### src/rtl/mux_rr_nto1.sv
// mux_rr_nto1 -- N-to-1 registered multiplexer with valid/ready on every port.
//
// One of N input channels is selected and copied into a single output
// register. The register separates the selection logic from downstream timing.
//   MODE=0 : the channel is chosen by `sel`. Values of `sel` >= N select nothing.
//   MODE=1 : round-robin arbitration. The search starts at the channel after
//            the one that last transferred. `sel` is ignored.
//
// Handshake: a beat moves across a port on a rising edge when valid and ready
// are both high on that port. Valid must not wait for ready. Once valid is
// raised, data must stay stable until the transfer happens.
//
// Ports:
//   clk        rising-edge clock
//   rst_n      asynchronous active-low reset
//   in_data    N*WIDTH, channel i at [i*WIDTH +: WIDTH]
//   in_valid   N, per-channel valid
//   in_ready   N, per-channel ready (one-hot or zero)
//   sel        SEL_W, channel select (MODE=0 only)
//   out_data   WIDTH, registered selected data
//   out_src    SEL_W, index of the channel that produced out_data
//   out_valid  output register holds a beat
//   out_ready  downstream accepts the beat
module mux_rr_nto1 #(
  parameter int WIDTH = 5,
  parameter int N     = 4,
  parameter int MODE  = 0,
  localparam int SEL_W = (N > 1) ? $clog2(N) : 1
) (
  input  logic                 clk,
  input  logic                 rst_n,
  input  logic [N*WIDTH-1:0]   in_data,
  input  logic [N-1:0]         in_valid,
  output logic [N-1:0]         in_ready,
  input  logic [SEL_W-1:0]     sel,
  output logic [WIDTH-1:0]     out_data,
  output logic [SEL_W-1:0]     out_src,
  output logic                 out_valid,
  input  logic                 out_ready
);

  logic [WIDTH-1:0] out_data_q, out_data_d;
  logic [SEL_W-1:0] out_src_q, out_src_d;
  logic             out_valid_q, out_valid_d;
  logic [SEL_W-1:0] ptr_q, ptr_d;   // next channel to get priority (MODE=1)

  logic             load_en;
  logic             gnt_vld;
  logic [SEL_W-1:0] gnt_idx;
  logic [WIDTH-1:0] gnt_data;
  logic             xfer;

  // The register can take a new beat when it is empty or is being drained.
  assign load_en = !out_valid_q || out_ready;

  // Grant selection.
  always_comb begin
    gnt_vld = 1'b0;
    gnt_idx = '0;
    if (MODE == 0) begin
      for (int i = 0; i < N; i++) begin
        if (sel == SEL_W'(i) && in_valid[i]) begin
          gnt_vld = 1'b1;
          gnt_idx = SEL_W'(i);
        end
      end
    end else begin
      // For each possible pointer value, scan the offsets from the farthest to
      // the nearest. The last match is the nearest valid channel at or after
      // the pointer, so that channel wins.
      for (int p = 0; p < N; p++) begin
        if (ptr_q == SEL_W'(p)) begin
          for (int k = N - 1; k >= 0; k--) begin
            if (in_valid[(p + k) % N]) begin
              gnt_vld = 1'b1;
              gnt_idx = SEL_W'((p + k) % N);
            end
          end
        end
      end
    end
  end

  // Data of the granted channel.
  always_comb begin
    gnt_data = '0;
    for (int i = 0; i < N; i++) begin
      if (gnt_idx == SEL_W'(i)) gnt_data = in_data[i*WIDTH +: WIDTH];
    end
  end

  // All ready bits are held low while reset is asserted.
  assign xfer = rst_n && load_en && gnt_vld;

  always_comb begin
    in_ready = '0;
    for (int i = 0; i < N; i++) begin
      in_ready[i] = xfer && (gnt_idx == SEL_W'(i));
    end
  end

  // Next state of the output register and the pointer.
  always_comb begin
    out_data_d  = out_data_q;
    out_src_d   = out_src_q;
    out_valid_d = out_valid_q;
    ptr_d       = ptr_q;
    if (load_en) begin
      out_valid_d = xfer;
      if (xfer) begin
        out_data_d = gnt_data;
        out_src_d  = gnt_idx;
      end
    end
    // The pointer moves only on a transfer. Backpressure never changes priority.
    if (MODE != 0 && xfer) begin
      ptr_d = (gnt_idx == SEL_W'(N - 1)) ? '0 : gnt_idx + SEL_W'(1);
    end
  end

  always_ff @(posedge clk or negedge rst_n) begin
    if (!rst_n) begin
      out_data_q  <= '0;
      out_src_q   <= '0;
      out_valid_q <= 1'b0;
      ptr_q       <= '0;
    end else begin
      out_data_q  <= out_data_d;
      out_src_q   <= out_src_d;
      out_valid_q <= out_valid_d;
      ptr_q       <= ptr_d;
    end
  end

  assign out_data  = out_data_q;
  assign out_src   = out_src_q;
  assign out_valid = out_valid_q;

endmodule

### config.mk
export PLATFORM = sky130hd
export DESIGN_NAME = mux_rr_nto1
export DESIGN_NICKNAME = d
export VERILOG_FILES = /design/src/rtl/mux_rr_nto1.sv
export SDC_FILE = /design/constraint.sdc
export NUM_CORES = 1
export LEC_CHECK = 0
export ABC_AREA = 0
export CORE_MARGIN = 3
export CORE_UTILIZATION = 31
export DETAILED_ROUTE_END_ITERATION = 10
export PLACE_DENSITY_LB_ADDON = 0.1
export SYNTH_ARGS = -nofsm -noshare
export SYNTH_HDL_FRONTEND = slang
export SYNTH_SLANG_ARGS = --single-unit
### constraint.sdc
create_clock -name clk -period 1.5 [get_ports clk]
set_clock_uncertainty 0.1 [all_clocks]
set_input_delay 0.3 -clock clk [delete_from_list [all_inputs] [get_ports clk]]
set_output_delay 0.3 -clock clk [all_outputs]
set_load 0.1 [all_outputs]
==> results of run 1 <==
layout by cell type, fill, tap and decap left out, drive strengths merged:
cell	count
a211oi	4
a21o	3
a21oi	2
a31oi	3
a32oi	2
and2	1
and3	3
buf	35
clkbuf	8
clkdlybuf4s50	20
dfrtp	8
dlygate4sd2	3
inv	1
mux2	1
mux2i	1
mux4	1
nand2	8
nand2b	1
nand3	6
nand4b	3
nor2	5
nor2b	1
nor4b	1
o211ai	3
o21ai	2
o31ai	3
worst max path at each step:
stage,from,end
after floorplan,out_valid$_DFFE_PN0N_,in_ready[0]
after global placement,sel[0],in_ready[3]
after detailed placement,sel[0],in_ready[3]
after CTS,out_valid$_DFFE_PN0N_,in_ready[0]
after global routing,out_valid$_DFFE_PN0N_,in_ready[1]
final,out_valid$_DFFE_PN0N_,in_ready[1]
logic make-up after synthesis:
family,share of synthesized area [%]
AND/OR/NAND/NOR,25.7
AO/OA/AOI/OAI,26.9
flip-flops,32.9
buffers and inverters,7.39
multiplexers,7.19
per-layer routing:
metal	vias up	wire length, um
li1	380	-
met1	356	925
met2	28	1270
met3	4	126
met4	0	52
met5	-	0
registers in the layout, summed over array words and instances (netlist names):
signal / cells
out_src: 2
out_valid: 1
out_data: 5
stage by stage:
stage,utilization [%],setup WS (ns)
global route,79.6,-0.354
finish,79.6,-0.310
floorplan,-,-0.756
detailed placement,73.0,-0.633
global placement,73.0,-0.617
CTS,77.2,-0.344
power by group through the flow:
stage                     registers, W  logic [W]  clock network, W
after floorplan               0.000607   0.000152                 0
after global placement        0.000313   0.000796                 0
after detailed placement      0.000315   0.000805                 0
after CTS                     0.000313   0.000826          0.000180
after global routing          0.000322   0.000893          0.000202
final                         0.000318   0.000861          0.000193
layout make-up:
type	instances	share of cell area [%]
clock buffers	4	1.85
multi-input cells	54	33.2
inverters	1	0.265
flip-flops and latches	8	14.4
repair buffers	62	48.1
well taps	25	2.20
repair_timing:
item	in CTS	in global routing
buffers inserted	2	2
pin swaps	3	4
endpoints found under the setup margin	11	10
hold buffers	0	0
gates resized for setup	23	14
cloned	1	0
==> impl_metrics.env, run 1 <==
export IMPL_reg2reg_slack_ns=-0.21
export IMPL_cts_root_buf="clkbuf_4"
export IMPL_post_drt_wl_per_cell_um=15.4
export IMPL_r2r_start="out_valid$_DFFE_PN0N_"
export IMPL_max_freq_mhz=553
export IMPL_relSlewSlack_pct=74.2
export IMPL_synth_edf_count=0
export IMPL_slowest_delay_ns=0.48
export IMPL_fin_ws_ns=-0.310
export IMPL_synth_area_leaders="dfrtp_1 (33%), a211oi_1 (4.9%), nand2_1 (4.9%)"
export IMPL_dp_cells=145
export IMPL_antenna_found_initial=0
export IMPL_finalSetupTns_ns=-2.21
export IMPL_outcome="finished, violations left"
export IMPL_p_sw_share_pct=47.3
export IMPL_powerDensity_nw_per_um2=967
export IMPL_crit_cells=5
export IMPL_r2r_end="out_data[1]$_DFFE_PN0P_"
export IMPL_grt_overflow=0
export IMPL_final_antenna_net_count=0
export IMPL_maxCapViolCount=0
export IMPL_htreeDepth=1
export IMPL_critPathArrivalTime_ns=1.41
export IMPL_num_rows=15
export IMPL_critical_path_class="reg -> out"
export IMPL_die_area_sq_um=2530
export IMPL_cpMaxStageDelayCell="dfrtp_4"
export IMPL_syn_inst=69
export IMPL_seqCellArea_sq_um=204
export IMPL_numClockSinks=8
export IMPL_min_path_type="in -> async"
export IMPL_met3_usage_pct=2.37
export IMPL_via_count=768
export IMPL_grt_max_degree=18
export IMPL_grt_pass1_vias=827
export IMPL_clockPowerShare_pct=14.0
export IMPL_fin_area_sq_um=1420
export IMPL_post_route_period_util_pct=121
export IMPL_tritoncts="built"
export IMPL_die_h_um=50.3
export IMPL_placed_area_sq_um=1300
export IMPL_top_usage_layer="met2"
export IMPL_met2_usage_pct=33.7
export IMPL_peakVddDrop_uv=541
export IMPL_hold_viol_final=0
export IMPL_drive_gt1_share_pct=46.5
export IMPL_critPathRequiredTime_ns=1.10
export IMPL_tightest_slew_ns=0.385
export IMPL_insertion_delay_ns=0.27
export IMPL_p_seq_share_pct=23.1
export IMPL_power_switching_w=0.000649
export IMPL_path_clk_slew_ns=0.06
export IMPL_seq_area_frac_synth_pct=32.9
export IMPL_wl_um=2380
export IMPL_post_synth_top_area_fraction_pct=32.9
export IMPL_path_buf_inv=2
export IMPL_setup_violations=10
export IMPL_portBuffers=40
export IMPL_core_area_sq_um=1780
export IMPL_yosysWarnings=0
export IMPL_antenna_cells=0
export IMPL_power_total_w=0.00137
export IMPL_finalNetCount=159
export IMPL_cp_max_fo=3
export IMPL_initial_utilization_pct=34.2
export IMPL_rsz0062_at_grt="true"
export IMPL_hpwlAfterDp_um=1690
export IMPL_cp_top_family="flip-flops"
export IMPL_fill_cells=120
export IMPL_worstSetupEndpointType="output pin"
export IMPL_r2r_cells=9
export IMPL_pin_count=41
export IMPL_syn_nets=98
export IMPL_die_w_um=50.3
export IMPL_grt_pass1_wl_um=3570
export IMPL_synth_area_per_cell_sq_um=8.83
export IMPL_final_cells=154
export IMPL_drc=0
export IMPL_ys_async_sr_fraction_pct=100
export IMPL_path_cells="nand2b_4 -> buf_6 -> nand3_4 -> nor2_4 -> buf_12"
export IMPL_synth_ff_type="dfrtp_1"
export IMPL_min_period_ns=1.81
export IMPL_grt_use_total_pct=18.4
export IMPL_drv_slew=0
export IMPL_cts_buffers=3
export IMPL_multiInputGateArea_sq_um=470
export IMPL_p_int_w=0.000723
export IMPL_ctsLongestPathBuffers=2
export IMPL_grtUsageMet1_pct=21.1
export IMPL_dr_first_iter_drc_count=9
export IMPL_p_comb_share_pct=62.8
export IMPL_power_leakage_nw=0.615
export IMPL_yosys_top_cells_count="dfrtp_1 (8), nand2_1 (8), nand3_1 (5), nor2_1 (5), a211oi_1 (4)"
export IMPL_gp_congestion=0.832
export IMPL_synthToLayoutAreaGrowth_pct=133
export IMPL_ys_types=28
export IMPL_violations="negative setup slack"
export IMPL_drt_vias_per_instance=4.99
export IMPL_start_kind="register"
export IMPL_whs_ns=0.211
export IMPL_syn_area_sq_um=609
export IMPL_synth_seq_cells=8
export IMPL_dr_pass1_iters=4
export IMPL_synth_largest_area_cell="dfrtp_1"
Note: power is estimated with default switching activity, not from simulation.
==> run 2: changes to the inputs <==
CAP_MARGIN = 25   (was not set)
==> results of run 2 <==
Same layout as run 1: the final DEF is identical, and so are final timing and power.
